**src/rtl/mult_disp_pkg.sv**
```systemverilog
// Shared types and seven-segment constants for the multiplier digit scroller.
// Latency: n/a (definitions only).
// Backpressure: n/a.
package mult_disp_pkg;

    typedef enum logic [2:0] {
        IDLE = 3'd0,
        DIG2 = 3'd1,
        DIG1 = 3'd2,
        DIG0 = 3'd3,
        GAP  = 3'd4
    } disp_state_t;

    // Active-high segment patterns, bit0=a ... bit6=g
    localparam logic [6:0] SEG_0 = 7'h3F;
    localparam logic [6:0] SEG_1 = 7'h06;
    localparam logic [6:0] SEG_2 = 7'h5B;
    localparam logic [6:0] SEG_3 = 7'h4F;
    localparam logic [6:0] SEG_4 = 7'h66;
    localparam logic [6:0] SEG_5 = 7'h6D;
    localparam logic [6:0] SEG_6 = 7'h7D;
    localparam logic [6:0] SEG_7 = 7'h07;
    localparam logic [6:0] SEG_8 = 7'h7F;
    localparam logic [6:0] SEG_9 = 7'h6F;
    localparam logic [6:0] SEG_A = 7'h77;
    localparam logic [6:0] SEG_B = 7'h7C;
    localparam logic [6:0] SEG_C = 7'h39;
    localparam logic [6:0] SEG_D = 7'h5E;
    localparam logic [6:0] SEG_E = 7'h79;
    localparam logic [6:0] SEG_F = 7'h71;

    localparam logic [6:0] SEG_DASH  = 7'h40;
    localparam logic [6:0] SEG_BLANK = 7'h00;

endpackage

```
**src/rtl/hex7seg.sv**
```systemverilog
// Hex nibble to seven-segment pattern decoder.
// Latency: purely combinational.
// Backpressure: none.
module hex7seg
    import mult_disp_pkg::*;
(
    input  logic [3:0] hex,
    output logic [6:0] seg
);

    // Table lookup of the sixteen hex glyphs
    always_comb begin
        seg = SEG_BLANK;
        case (hex)
            4'h0: seg = SEG_0;
            4'h1: seg = SEG_1;
            4'h2: seg = SEG_2;
            4'h3: seg = SEG_3;
            4'h4: seg = SEG_4;
            4'h5: seg = SEG_5;
            4'h6: seg = SEG_6;
            4'h7: seg = SEG_7;
            4'h8: seg = SEG_8;
            4'h9: seg = SEG_9;
            4'hA: seg = SEG_A;
            4'hB: seg = SEG_B;
            4'hC: seg = SEG_C;
            4'hD: seg = SEG_D;
            4'hE: seg = SEG_E;
            4'hF: seg = SEG_F;
            default: seg = SEG_BLANK;
        endcase
    end

endmodule

```
**src/rtl/mult_digit_scroller.sv**
```systemverilog
// Scrolls a 12-bit product over one seven-segment digit: hi, mid, lo nibble, blank, repeat.
// Latency: first digit shows the cycle after the accepting edge.
// Backpressure: prod_ready only in IDLE and GAP; upstream holds prod_valid/prod otherwise.
module mult_digit_scroller
    import mult_disp_pkg::*;
#(
    parameter int HOLD_CYCLES = 1024
) (
    input  logic        clk,
    input  logic        rst,
    input  logic        prod_valid,
    input  logic [11:0] prod,
    output logic        prod_ready,
    output logic [6:0]  segments,
    output logic        dp,
    output logic        busy
);

    localparam int            CW       = $clog2(HOLD_CYCLES);
    localparam logic [CW-1:0] CNT_LAST = CW'(HOLD_CYCLES - 1);

    disp_state_t   state, state_nxt;
    logic [CW-1:0] cnt, cnt_nxt;
    logic [11:0]   hold, hold_nxt;
    logic          xfer;
    logic          last;
    logic [3:0]    nib;
    logic [6:0]    hex_seg;

    // State, phase counter and held product; reset drops everything back to an idle dash
    always_ff @(posedge clk or posedge rst) begin
        if (rst) begin
            state <= IDLE;
            cnt   <= '0;
            hold  <= '0;
        end else begin
            state <= state_nxt;
            cnt   <= cnt_nxt;
            hold  <= hold_nxt;
        end
    end

    // Next-state: phases advance on counter expiry; an accepted product overrides expiry
    always_comb begin
        state_nxt  = state;
        cnt_nxt    = cnt + CW'(1);
        hold_nxt   = hold;
        prod_ready = (state == IDLE) || (state == GAP);
        xfer       = prod_valid && prod_ready;
        last       = (cnt == CNT_LAST);

        case (state)
            IDLE: cnt_nxt = '0;
            DIG2: if (last) begin state_nxt = DIG1; cnt_nxt = '0; end
            DIG1: if (last) begin state_nxt = DIG0; cnt_nxt = '0; end
            DIG0: if (last) begin state_nxt = GAP;  cnt_nxt = '0; end
            GAP:  if (last) begin state_nxt = DIG2; cnt_nxt = '0; end
            default: begin
                state_nxt = IDLE;
                cnt_nxt   = '0;
            end
        endcase

        if (xfer) begin
            hold_nxt  = prod;
            state_nxt = DIG2;
            cnt_nxt   = '0;
        end
    end

    // Pick the nibble for the current digit phase
    always_comb begin
        nib = hold[3:0];
        case (state)
            DIG2:    nib = hold[11:8];
            DIG1:    nib = hold[7:4];
            default: nib = hold[3:0];
        endcase
    end

    hex7seg u_hex7seg (
        .hex (nib),
        .seg (hex_seg)
    );

    // Output mux: digits decode, GAP blanks, IDLE shows a dash
    always_comb begin
        segments = SEG_DASH;
        case (state)
            DIG2, DIG1, DIG0: segments = hex_seg;
            GAP:              segments = SEG_BLANK;
            default:          segments = SEG_DASH;
        endcase
        dp   = (state == DIG0);
        busy = (state != IDLE);
    end

endmodule

```
**config.mk**
```make
export PLATFORM = sky130hd
export DESIGN_NAME = mult_digit_scroller
export DESIGN_NICKNAME = d
export VERILOG_FILES = /design/src/rtl/mult_disp_pkg.sv /design/src/rtl/hex7seg.sv /design/src/rtl/mult_digit_scroller.sv
export SDC_FILE = /design/constraint.sdc
export NUM_CORES = 1
export LEC_CHECK = 0
export CAP_MARGIN = 15
export CORE_MARGIN = 5
export CORE_UTILIZATION = 40
export DETAILED_ROUTE_END_ITERATION = 6
export PLACE_DENSITY = 0.72
export SYNTH_ARGS = -nofsm -noshare
export SYNTH_HDL_FRONTEND = slang
export SYNTH_SLANG_ARGS = --single-unit
```
**constraint.sdc**
```tcl
create_clock -name clk -period 3.7 [get_ports clk]
set_input_delay 0.555 -clock clk [delete_from_list [all_inputs] [get_ports clk]]
set_output_delay 0.555 -clock clk [all_outputs]
set_load 0.01 [all_outputs]
```
## Yosys cells after proc, flatten, opt, wreduce, memory -nomap -nowiden

Memory sizes are Yosys's and may differ from the RTL's.
Index checks and enable logic that the tools add are counted.

- Memory bits (writable): 0
- Output and inout port bits: 10
- Memories: 1
- Register bits: 25
- Word-level logic and storage cells: 33
- Latch bits: 0
- Bits in read-only memories: 112

- Bitwise gates (word level): 0
- Div/mod/pow operators: 0
- Reductions and logical operators: 7
- Muxes and demuxes: 11
- Shifts and indexed selects: 0
- Multipliers: 0
- Eq/ne operators: 10
- Add/sub/neg operators: 1
- $lt $le $gt $ge: 0

Memory list:

| name | words | bits a word | rd ports | clocked after memory_dff | write ports | line | source |
|---|---|---|---|---|---|---|---|
| (name not given) | 16 | 7 | 1 | 0 | 0 | hex7seg.sv:14 | `case (hex)` |

Operators with widths:

| kind | number |
|---|---|
| $mux W10 | 3 |
| $mux W3 | 5 |
| $pmux W3 S5 | 1 |
| $pmux W7 S2 | 1 |
| $add A10 B1 Y10 const B | 1 |
| $eq A10 B10 Y1 const B | 1 |
| $ne A3 B3 Y1 const B | 3 |
| $pmux W4 S2 | 1 |
| $eq A3 B2 Y1 const B | 2 |
| $reduce_and A5 Y1 | 1 |
| $reduce_or A4 Y1 | 1 |
| $eq A3 B1 Y1 const B | 1 |
| $eq A3 B3 Y1 const B | 1 |
| $logic_not A3 Y1 | 1 |
| $ne A3 B1 Y1 const B | 1 |
| $reduce_bool A3 Y1 | 1 |
| $reduce_or A3 Y1 | 1 |
| $ne A2 B2 Y1 const B | 1 |
| $logic_and A1 B1 Y1 | 1 |
| $logic_or A1 B1 Y1 | 1 |

## Longest topological paths before layout

- Word-level depth: 5
- Depth in mapped cells: 10

## Hierarchy

A second synthesis with hierarchy kept.

- Cells, all modules: 164
- Area total of the unflattened synthesis: 1664.1 um^2

By module, submodules not included:

| module | area an instance (um^2) | instances | cells each |
|---|---|---|---|
| mult_digit_scroller | 1376.3 | 1 | 131 |
| hex7seg | 287.8 | 1 | 33 |

## Worst setup path after synthesis

Ideal clock, no wire load.

- Path type: register to output
- Start point: register state[1]
- End point: output segments[3]
- Required time: 3.145 ns
- Path buffers: 2
- Arrival time: 1.943 ns
- Setup slack: 1.202 ns
- Stages on the path, launching flop included: 10
- Path through: dfrtp_1 > buf_6 > buf_2 > o211ai_1 > o221a_2 > inv_1 > ha_1 > nand2_1 > o21a_1 > o31ai_1

- Longest elaborated chain between the ends: 4
- Elaborated cells on any way between the ends: 8

Ends and longest elaborated chain:

| what | line | source |
|---|---|---|
| from (decl) | mult_digit_scroller.sv:22 | `disp_state_t state, state_nxt;` |
| from (signal assigned) | mult_digit_scroller.sv:37 | `state <= state_nxt;` |
| $eq A3 B2 Y1 or $eq A3 B1 Y1 (tied branches) | mult_digit_scroller.sv:74, mult_digit_scroller.sv:89 |  |
| $pmux W4 S2 | mult_digit_scroller.sv:74 | `case (state)` |
| $mem_v2 Z16 W7 | n/a |  |
| $pmux W7 S2 * | mult_digit_scroller.sv:89 | `case (state)` |
| to (decl) | mult_digit_scroller.sv:14 | `output logic [6:0] segments,` |

Every way passes the cells marked *; elsewhere a longest branch is shown, timed or not.

## Worst setup path after layout

- Start point: register state[2]
- End point: output segments[1]

Same word-level chain as after synthesis.

==> results.md <==
- Cell area power density: 996 nW/µm²
- Largest buffer count on any clock path: 2
- Nets: 208
- Overflow left after global routing: 0
- Effective utilization at floorplan: 0.416
- Worst path arrival time: 2780 ps
- Die H: 72.2 µm
- Max Fclk: 300 MHz
- I/O pin total: 25
- Final antenna diode count: 0
- Initial antenna violation count: 0
- Worst path buffer plus inverter count: 3
- Seq/Total Area, Yosys: 0.404
- Pre-CTS WS: 520 ps
- Detailed placement HPWL: 2.25 mm
- Quantity of I/O buffers inserted on ports: 24
- Max Fanout on Critical Path: 15
- Post-layout power: 1.84 mW
- Share of post-route cells with drive strength above 1: 0.146
- Outcome: completed
- Average wire per standard cell: 13.0 µm
- Synthesized area per cell: 9.50 µm²
- Largest voltage drop on the vdd net: 0.358 mV
- CP Class: register to output pin
- Worst-skew pair later-pin latency: 260 ps
- Most common flop cell mapped by yosys: sky130_fd_sc_hd__dfrtp_1
- Post-Route Utilization: 0.498
- Final number of setup-violating endpoints: 0
- Leakage power: 0.773 nW
- Row count: 22
- CTS H-tree depth: 1
- CP Capture Type: output pin
- Cell at the slowest stage of the critical path: sky130_fd_sc_hd__dfrtp_1
- Hold crit path type: register to register
- Cell-by-cell trace of the critical path: inv_2 -> o221a_2 -> inv_1 -> ha_1 -> o21ai_0 -> nand2_1 -> a21oi_1 -> clkdlybuf4s50_1
- Transition time of the tightest slew-check pin: 939 ps
- Slowest stage delay, CP: 650 ps
- Total area of sequential cells: 627 µm²
- Post-route clock period utilization: 0.902
- Final clock skew: 6.21 ps
- Total of flip-flops plus latches after synthesis: 25
- Data required time at the worst endpoint: 3140 ps
- Total Negative Setup Slacks: 0 ps
- Setup slack on the worst flop-to-flop path: 1660 ps
- 1st-pass router iterations: 4
- Die extent in x: 72.2 µm
- Count of flip-flops with a built-in enable after synthesis: 0
- Vias per inst: 5.26
- DRC violations left: 0
- Post-synth net total: 185
- Worst hold start: cnt[0]$_DFF_PP0_
- Worst path setup slack after routing: 362 ps
- Clock tree from TritonCTS: built
- Worst setup path startpoint: state[2]$_DFFE_PP0P_
- Clk pin slew, worst setup/hold paths: 80 ps
- Largest net degree at the start of global routing: 26
- Core area: 3720 µm²
- Signed area change from the synthesized netlist to the final layout: 19.6%
- Area of combinational cells with multiple inputs: 846 µm²
- Slew headroom: 0.373
- TritonCTS Buffers: 3
- CP startpoint kind: register
- DRT iter0 DRCs: 45
- Post-Route Hold Slack: 497 ps
- Worst flop-to-flop path startpoint: state[0]$_DFFE_PP0P_
- Clock period minus worst slack: 3340 ps
- Number of distinct library cells after synthesis: 38
- Setup repair after global routing missed its margin: false
- Pins over their slew limit: 0
- Mapped cell area: 1550 µm²
- Wire length of the first global-routing pass: 5.40 mm
- Die area: 5210 µm²
- Aggregate global-route resource usage: 0.129
- CTS sink cnt: 25
- Via Count: 1,226
- Warnings, synthesis: 0
- Detailed-route wire length: 3.03 mm
- Routed Antenna Nets: 0
- Dominant delay contributor by cell family on the critical path: buffers and inverters
- GP Congestion: 0.804
- Final-layout fill cell count: 370
- Synthesized instance count: 163
- Clock Root Buffer: sky130_fd_sc_hd__clkbuf_8
- Vias in the first global route: 1,165
- Number of maximum-capacitance violations: 0
- Final number of hold-violating endpoints: 0
- FFs w/ async S/R, synth: 1.00
- Post-CTS setup repair buffer count: 0
==> state kept, by name, summed over array words and instances (netlist names) <==
name   count
hold      12
cnt       10
state      3
==> power breakdown <==
part | internal, mW | total [mW] | switching (mW)
combinational | 0.605 | 1.19 | 0.589
sequential | 0.368 | 0.492 | 0.124
clock | 0.0768 | 0.159 | 0.0822
total | 1.05 | 1.84 | 0.796
==> logic make-up after synthesis <==
group	share of synthesized area
AO/OA/AOI/OAI	0.169
buffers and inverters	0.0493
AND/OR/NAND/NOR	0.180
multiplexers	0.107
adder cells (fa/ha/maj)	0.0566
XOR/XNOR	0.0340
flip-flops	0.404
==> layout by cell type, fill, tap and decap left out, drive strengths merged, types with 4 or more instances in the layout <==
cell type | netlist | final
inv | 7 | 7
nor2 | 23 | 23
ha | 7 | 7
o21ai | 11 | 11
clkbuf | 0 | 4
nand3 | 6 | 6
o221a | 4 | 4
dfrtp | 25 | 25
a21oi | 8 | 8
nand2 | 16 | 16
xor2 | 5 | 5
clkdlybuf4s50 | 0 | 24
mux2 | 12 | 12
==> per-layer routing <==
metal	vias up	part of all wire	global-route usage
met4	0	0.0089	0.0418
met1	572	0.51	0.184
met5	-	0	0
li1	624	-	-
met3	2	0.044	0.0263
met2	28	0.43	0.194
==> Yosys cell counts (3+ instances only) <==
cell type	n	area, µm²
sky130_fd_sc_hd__xor2_1	5	43.8
sky130_fd_sc_hd__nand3_1	6	30.0
sky130_fd_sc_hd__nor2_1	22	82.6
sky130_fd_sc_hd__mux2_2	12	135
sky130_fd_sc_hd__and3_1	3	18.8
sky130_fd_sc_hd__o21ai_0	10	50.1
sky130_fd_sc_hd__buf_2	4	20.0
sky130_fd_sc_hd__ha_1	7	87.6
sky130_fd_sc_hd__o211ai_1	3	22.5
sky130_fd_sc_hd__o221a_2	4	45.0
sky130_fd_sc_hd__nand2_1	16	60.1
sky130_fd_sc_hd__dfrtp_1	25	626
sky130_fd_sc_hd__mux2i_1	3	30.0
sky130_fd_sc_hd__inv_1	5	18.8
sky130_fd_sc_hd__a21oi_1	8	40.0
sky130_fd_sc_hd__nor3_1	3	15.0
==> worst reg2reg max path: stages, from the launching register on <==
cell and delay, ps:
sky130_fd_sc_hd__dfrtp_1 590, sky130_fd_sc_hd__nor2_4 260, sky130_fd_sc_hd__and2_0 670, sky130_fd_sc_hd__mux2_2 410
==> through the flow <==
stage,area (µm²),instances
6_report,1850,233
5_1_grt,1850,233
4_1_cts,1850,233
3_5_place_dp,1810,229
3_3_place_gp,1810,229
2_1_floorplan,1550,163
==> timing repair <==
item | CTS | global route
hold buffers | 0 | 0
endpoints found under the setup margin | 0 | 3
gates resized for setup | 0 | 1
==> worst paths after layout <==
kind / endpoint / cells after the start
worst max-delay path: segments[1] / 8
worst min-delay path: cnt[0]$_DFF_PP0_ / 1
worst max register to register: hold[7]$_DFFE_PP0N_ / 3
worst min register to register: cnt[0]$_DFF_PP0_ / 1
max in group asynchronous: state[1]$_DFFE_PP0P_ / 2
min in group asynchronous: hold[1]$_DFFE_PP0N_ / 2
==> cell type report <==
cell class	count	share of cell area
clock buffers	4	0.0243
inverters	7	0.0142
multi-input cells	124	0.457
flip-flops and latches	25	0.339
well taps	48	0.0324
repair buffers	25	0.134
(Power assumes the default switching activity.)
